==> config.mk <==
export PLATFORM = sky130hd
export DESIGN_NAME = ats_cmd_frontend_flat
export DESIGN_NICKNAME = d
export VERILOG_FILES = /design/src/rtl/ats_cmd_frontend_if.sv /design/src/rtl/ats_cmd_frontend.sv /design/src/flat_wrapper.sv
export SDC_FILE = /design/constraint.sdc
export NUM_CORES = 1
export LEC_CHECK = 0
export CORE_ASPECT_RATIO = 1.75
export CORE_UTILIZATION = 55
export CTS_CLUSTER_DIAMETER = 150
export DETAILED_ROUTE_END_ITERATION = 12
export GPL_TIMING_DRIVEN = 1
export PLACE_DENSITY_LB_ADDON = 0.15
export RECOVER_POWER = 25
export SETUP_SLACK_MARGIN = 0.4
export SYNTH_ARGS = -nofsm -noshare
export SYNTH_HDL_FRONTEND = slang
export SYNTH_SLANG_ARGS = --single-unit
==> constraint.sdc <==
create_clock -name clk -period 2.8 [get_ports clk]
set_input_delay 0.56 -clock clk [delete_from_list [all_inputs] [get_ports clk]]
set_output_delay 0.56 -clock clk [all_outputs]
set_load 0.01 [all_outputs]
==> src/rtl/ats_cmd_frontend_if.sv <==
// Command front-end bus: client request/beat side plus assembled-instruction output side.
// The slave modport is the front-end itself; master is whatever drives clients and consumes output.
interface ats_cmd_frontend_if #(
    parameter int NCLIENT = 2,
    parameter int CW      = 16,
    parameter int BEATS   = 2
);
    localparam int IW = CW * BEATS;
    localparam int XW = (NCLIENT > 1) ? $clog2(NCLIENT) : 1;

    logic                  req;
    logic [NCLIENT*CW-1:0] ctrl;
    logic                  ready;
    logic [1:0]            stat;
    logic                  out_valid;
    logic                  out_ready;
    logic [IW-1:0]         out_instr;
    logic [XW-1:0]         out_client;

    modport master (
        output req, ctrl, out_ready,
        input  ready, stat, out_valid, out_instr, out_client
    );

    modport slave (
        input  req, ctrl, out_ready,
        output ready, stat, out_valid, out_instr, out_client
    );
endinterface

==> src/rtl/ats_cmd_frontend.sv <==
// Multi-client instruction capture, per-client FIFOs and output arbitration.
// Define ATS_CMD_STRICT_PRIO_EN for fixed priority (lowest client wins) instead of round-robin.
module ats_cmd_frontend #(
    parameter int NCLIENT = 2,
    parameter int CW      = 16,
    parameter int BEATS   = 2,
    parameter int DEPTH   = 4
) (
    input  logic               clk,
    input  logic               reset,
    ats_cmd_frontend_if.slave  bus
);
    localparam int IW = CW * BEATS;
    localparam int XW = (NCLIENT > 1) ? $clog2(NCLIENT) : 1;
    localparam int AW = $clog2(DEPTH);
    localparam int BW = (BEATS > 1) ? $clog2(BEATS) : 1;

    typedef enum logic [1:0] {IDLE, CAPTURE, COMMIT} state_t;

    state_t              state;
    logic [BW-1:0]       beat;
    logic                sticky_ovr;
    logic                sticky_ill;
    logic [IW-1:0]       instr_p0 [NCLIENT];
    logic [IW-1:0]       mem_p1   [NCLIENT][DEPTH];
    logic [AW:0]         wr_ptr   [NCLIENT];
    logic [AW:0]         rd_ptr   [NCLIENT];
    logic [NCLIENT-1:0]  empty;
    logic [NCLIENT-1:0]  full;
    logic [NCLIENT-1:0]  push;
    logic [NCLIENT-1:0]  pop;
    logic [NCLIENT-1:0]  illegal;
    logic [XW-1:0]       grant;
    logic [XW-1:0]       sel;
    logic [XW-1:0]       hold_client;
    logic                hold;
    logic                found;
    logic                ready_w;
    logic                vld_p1;

    always_comb begin
        empty   = '0;
        full    = '0;
        push    = '0;
        illegal = '0;
        pop     = '0;
        for (int i = 0; i < NCLIENT; i++) begin
            empty[i]   = (wr_ptr[i] == rd_ptr[i]);
            full[i]    = (wr_ptr[i][AW] != rd_ptr[i][AW]) &&
                         (wr_ptr[i][AW-1:0] == rd_ptr[i][AW-1:0]);
            illegal[i] = (state == COMMIT) && (instr_p0[i][IW-1 -: 3] == 3'b100);
            push[i]    = (state == COMMIT) && (instr_p0[i][IW-1 -: 3] != 3'b000) &&
                         (instr_p0[i][IW-1 -: 3] != 3'b100) && !full[i];
            pop[i]     = vld_p1 && bus.out_ready && (sel == XW'(i));
        end
    end

    assign ready_w = (state == IDLE) && !(|full);
    assign vld_p1  = !(&empty);
    // A stalled output keeps its grant so a late push cannot change what is presented.
    assign sel     = hold ? hold_client : grant;

`ifdef ATS_CMD_STRICT_PRIO_EN
    always_comb begin
        grant = '0;
        found = 1'b0;
        for (int k = 0; k < NCLIENT; k++) begin
            if (!found && !empty[k]) begin
                grant = XW'(k);
                found = 1'b1;
            end
        end
    end
`else
    logic [XW-1:0] rr_ptr;

    always_comb begin
        grant = rr_ptr;
        found = 1'b0;
        for (int k = 0; k < NCLIENT; k++) begin
            if (!found && !empty[(int'(rr_ptr) + k) % NCLIENT]) begin
                grant = XW'((int'(rr_ptr) + k) % NCLIENT);
                found = 1'b1;
            end
        end
    end

    always_ff @(posedge clk or negedge reset) begin
        if (!reset) begin
            rr_ptr <= '0;
        end else if (|pop) begin
            rr_ptr <= (sel == XW'(NCLIENT - 1)) ? '0 : sel + XW'(1);
        end
    end
`endif

    always_ff @(posedge clk or negedge reset) begin
        if (!reset) begin
            state       <= IDLE;
            beat        <= '0;
            sticky_ovr  <= 1'b0;
            sticky_ill  <= 1'b0;
            hold        <= 1'b0;
            hold_client <= '0;
            for (int i = 0; i < NCLIENT; i++) begin
                wr_ptr[i] <= '0;
                rd_ptr[i] <= '0;
            end
        end else begin
            if (bus.req && !ready_w)
                sticky_ovr <= 1'b1;
            case (state)
                IDLE: begin
                    if (bus.req && ready_w) begin
                        state      <= CAPTURE;
                        beat       <= '0;
                        sticky_ovr <= 1'b0;
                        sticky_ill <= 1'b0;
                    end
                end
                CAPTURE: begin
                    beat <= beat + BW'(1);
                    if (beat == BW'(BEATS - 1))
                        state <= COMMIT;
                end
                COMMIT: begin
                    if (|illegal)
                        sticky_ill <= 1'b1;
                    state <= IDLE;
                end
                default: state <= IDLE;
            endcase
            for (int i = 0; i < NCLIENT; i++) begin
                if (push[i])
                    wr_ptr[i] <= wr_ptr[i] + (AW+1)'(1);
                if (pop[i])
                    rd_ptr[i] <= rd_ptr[i] + (AW+1)'(1);
            end
            hold        <= vld_p1 && !bus.out_ready;
            hold_client <= sel;
        end
    end

    // Stage p0: beats shift in from the LSB end, so the first beat lands in the MSBs.
    // Stage p1: committed instructions are written into the per-client FIFO storage.
    always_ff @(posedge clk) begin
        for (int i = 0; i < NCLIENT; i++) begin
            if (state == CAPTURE)
                instr_p0[i] <= (instr_p0[i] << CW) | IW'(bus.ctrl[i*CW +: CW]);
            if (push[i])
                mem_p1[i][wr_ptr[i][AW-1:0]] <= instr_p0[i];
        end
    end

    assign bus.ready      = ready_w;
    assign bus.stat       = (state != IDLE) ? 2'b01 :
                            sticky_ovr      ? 2'b11 :
                            sticky_ill      ? 2'b10 : 2'b00;
    assign bus.out_valid  = vld_p1;
    assign bus.out_instr  = vld_p1 ? mem_p1[sel][rd_ptr[sel][AW-1:0]] : '0;
    assign bus.out_client = vld_p1 ? sel : '0;
endmodule

==> src/flat_wrapper.sv <==
// flat-port wrapper written by rule: the top's interface ports become plain ports
module ats_cmd_frontend_flat 
#(
    parameter int NCLIENT = 2,
    parameter int CW      = 16,
    parameter int BEATS   = 2,
    parameter int DEPTH   = 4
)
  (clk, reset, bus_req, bus_ctrl, bus_out_ready, bus_ready, bus_stat, bus_out_valid, bus_out_instr, bus_out_client);
  ats_cmd_frontend_if #(.NCLIENT(NCLIENT), .CW(CW), .BEATS(BEATS)) bus_i ();
  input  logic clk;
  input  logic reset;
  input wire logic [$bits(bus_i.req)-1:0] bus_req;
  input wire logic [$bits(bus_i.ctrl)-1:0] bus_ctrl;
  input wire logic [$bits(bus_i.out_ready)-1:0] bus_out_ready;
  output wire logic [$bits(bus_i.ready)-1:0] bus_ready;
  output wire logic [$bits(bus_i.stat)-1:0] bus_stat;
  output wire logic [$bits(bus_i.out_valid)-1:0] bus_out_valid;
  output wire logic [$bits(bus_i.out_instr)-1:0] bus_out_instr;
  output wire logic [$bits(bus_i.out_client)-1:0] bus_out_client;
  assign bus_i.req = bus_req;
  assign bus_i.ctrl = bus_ctrl;
  assign bus_i.out_ready = bus_out_ready;
  assign bus_ready = bus_i.ready;
  assign bus_stat = bus_i.stat;
  assign bus_out_valid = bus_i.out_valid;
  assign bus_out_instr = bus_i.out_instr;
  assign bus_out_client = bus_i.out_client;
  ats_cmd_frontend #(.NCLIENT(NCLIENT), .CW(CW), .BEATS(BEATS), .DEPTH(DEPTH)) u_core (.clk(clk), .reset(reset), .bus(bus_i));
endmodule
==> results.md <==
* Startpoint kind of the worst setup timing path: flip-flop
* Leading area contributor after synthesis: edfxtp_1
* IO Pins at 73
* DRC marker count from the first detailed-route iteration at approximately 590
* Setup slack after layout at -358.4 ps
* Layout overhead on the synthesized area at 20.02%
* Number of distinct standard cells referenced by the synthesized netlist at 39
* Area of all placed cells without fillers at around 16000 um^2
* R2R Setup Slk at 480 ps
* Post-Place Setup Slack at -209.2 ps
* Slew @ Worst Pin at about 960 ps
* Power density over the cells at about 1200 nW/um^2
* Synthesized netlist net count at 671
* Cell Rows at between 70 and 80
* Maximum vdd ir drop at roughly 0.81 mV
* Drt drc at 0
* Max Cap Violations at 0
* Max frequency at ~0.32 GHz
* Largest net degree at the start of global routing at 35
* Commonest cells after routing, fill and taps aside: 320 x edfxtp_1, 64 x mux4_2
* Post-synth EDFFs at between 300 and 400
* Post-layout min period at 3158 ps
* Dominant synthesized flop cell: edfxtp_1
* Static Leakage at ~5.1 nW
* Htree depth at 1
* Number of warnings issued by yosys at 0
* Sequential share of the synthesized area at 78.22%
* Post-route ant nets at 0
* Biggest area contributors in the synthesized netlist: edfxtp_1 74%, mux4_2 11%, dfrtp_1 3.9%
* Post-synth top area share at about three quarters
* Detailed Routing Iterations Pass 1 at 6
* Diode count at 0
* Number of instances in the synthesized netlist at 625
* Share of flip-flops with an asynchronous set or reset after synthesis at 5.882%
* Fin nets at roughly 800
* Fraction of layout cells with a size suffix above 1 at 30.18%
* Period utilisation layout at 112.8%
* Worst-Skew Late Latency at ~540 ps
* Aggregate negative setup slack at -9686 ps
* RSZ-0062 raised after global routing: true
* Most common library cell in the layout ignoring fill and taps: edfxtp_1
* Post-Route Utilization at 67.66%
* Die extent in y at 204.8 um
* Clock root buffer master: clkbuf_16
* Effective utilization at floorplan at 56.38%
* Routed wire length per instance at ~24 um
* Overflow left after global routing at 0
* Worst hold slack across all endpoints at 500.3 ps
* Vias after detailed routing at approximately 6300
* Number of placed instances with taps included at roughly 1000
* Violations in the final reports: setup timing
* Number of buffers inserted during clock tree synthesis at 28
* Via count of the first global-routing pass at 6698
* First-pass GRT wire length at 38560 um
* Worst clock skew at between 8 and 9 ps
* Sinks on the clock net at 340
* Die footprint at 24140 um^2
* Result of the run: complete, but fails checks
* Detail-routed via count per cell at 5.953
* Endpoint arrival time on the critical path at 2600 ps
* Worst path required time at between 2000 and 2500 ps
* Hold Path Class: reg -> reg
* Tot GR Track Use at 21.64%
* Final wirelength at ~25000 um
* Clock-pin slew on the worst setup and hold paths at approximately 70 ps
* Die width at 117.9 um
* RePlAce Congestion at 0.9257
* Flop and latch count out of synthesis at 340
* Worst Setup Path Type: reg -> out
* Count of buffers from port buffering at 72
* Largest buffer count on any clock path at 3
* Worst Setup End Kind: primary output
* Antenna violations before repair at 0
* Final hold violation count at 0
* Crit path max fanout at 21
* Worst slew margin relative to its limit at approximately 36%
* Post-synthesis instance area at about 13000 um^2
* Cell Count, Final, Fillers Out at about 1100
* Area of placed instances at roughly 14000 um^2
* Post-Syn Area per Cell at roughly 21 um^2
* Final total power at 18.04 mW
* Detailed placer's ending HPWL at roughly 16000 um
* Area of the core region at around 23000 um^2
* Count of endpoints failing setup in the final report at 34
* Count of pins over their slew limit at 0
* CTS tree: built
==> what timing repair did <==
action,4_1_cts,5_1_grt
hold buffers,0,0
pin swaps,15,20
endpoints found under the setup margin,35,36
buffers inserted,4,3
gates cloned,1,1
resized for setup,124,24
==> synthesized netlist by cell type (7+ instances only) <==
master      n
xnor2_1     7
and2_1     11
buf_2      12
mux4_2     64
edfxtp_1  320
nand3_1    33
ha_1       10
inv_1       7
dfrtp_1    20
a21oi_1    32
nor2_1      7
clkbuf_1   23
xor2_1      8
o211ai_1   32
==> layer usage <==
layer | share of wire (%) | vias to the layer above | global-route usage [%]
li1 | - | 2796 | -
met1 | 37 | 3229 | 26.51
met2 | 53 | 246 | 38.00
met3 | 5.8 | 51 | 3.313
met4 | 4.1 | 0 | 9.844
met5 | 0 | - | 0
==> state kept, by name, summed over array words and instances (netlist names), 2 cells and up <==
signal and count:
u_core.instr_p0 64, u_core.mem_p1 256, u_core.rd_ptr 6, u_core.state 2
u_core.wr_ptr 6
==> worst paths after layout <==
| kind | start | to | depth (start not counted) |
|---|---|---|---|
| max | u_core.rd_ptr[4] | bus_out_instr[20] | 7 |
| min | u_core.instr_p0[0][28] | u_core.mem_p1[0][124] | 0 |
| max reg2reg | u_core.wr_ptr[5] | u_core.mem_p1[0][5] | 9 |
| min reg2reg | u_core.instr_p0[0][28] | u_core.mem_p1[0][124] | 0 |
| max in group asynchronous | reset | u_core.rd_ptr[0] | 1 |
| min in group asynchronous | reset | u_core.wr_ptr[4] | 1 |
==> cell type report <==
cell class	count	area [um^2]
sequential	340	10110
fill	1468	7413
multi-input combinational	242	2745
timing repair buffer	122	1240
clock buffer	32	737.0
tap	300	375.4
clock inverter	19	276.5
inverter	7	26.28
==> kinds of logic (layout without fill, tap and decap cells) <==
| kind of cell | count (synthesis) | count (layout) | share of synthesized area (%) |
|---|---|---|---|
| muxes | 66 | 66 | 11.33 |
| buffers and inverters | 43 | 180 | 1.423 |
| xor gates and xnor gates | 15 | 15 | 1.016 |
| and+or+nand+nor | 70 | 70 | 2.914 |
| adders and majority gates | 11 | 11 | 1.055 |
| AOI/OAI and AO/OA | 80 | 80 | 4.046 |
| DFF | 340 | 340 | 78.22 |
==> power breakdown <==
part / switching (mW) / internal, mW / total, mW
sequential: 0.533 / 6.88 / 7.42
clock: 1.69 / 2.53 / 4.23
combinational: 3.42 / 2.98 / 6.40
==> worst max-delay path, cell delays in order (launching register included) <==
cell and delay, ps:
dfrtp_1 390, xor2_1 180, or3_4 410, maj3_2 360, buf_12 170, o211ai_1 210
a21oi_2 100, clkdlybuf4s15_2 230
No activity file was read; power rests on OpenSTA's default activity.
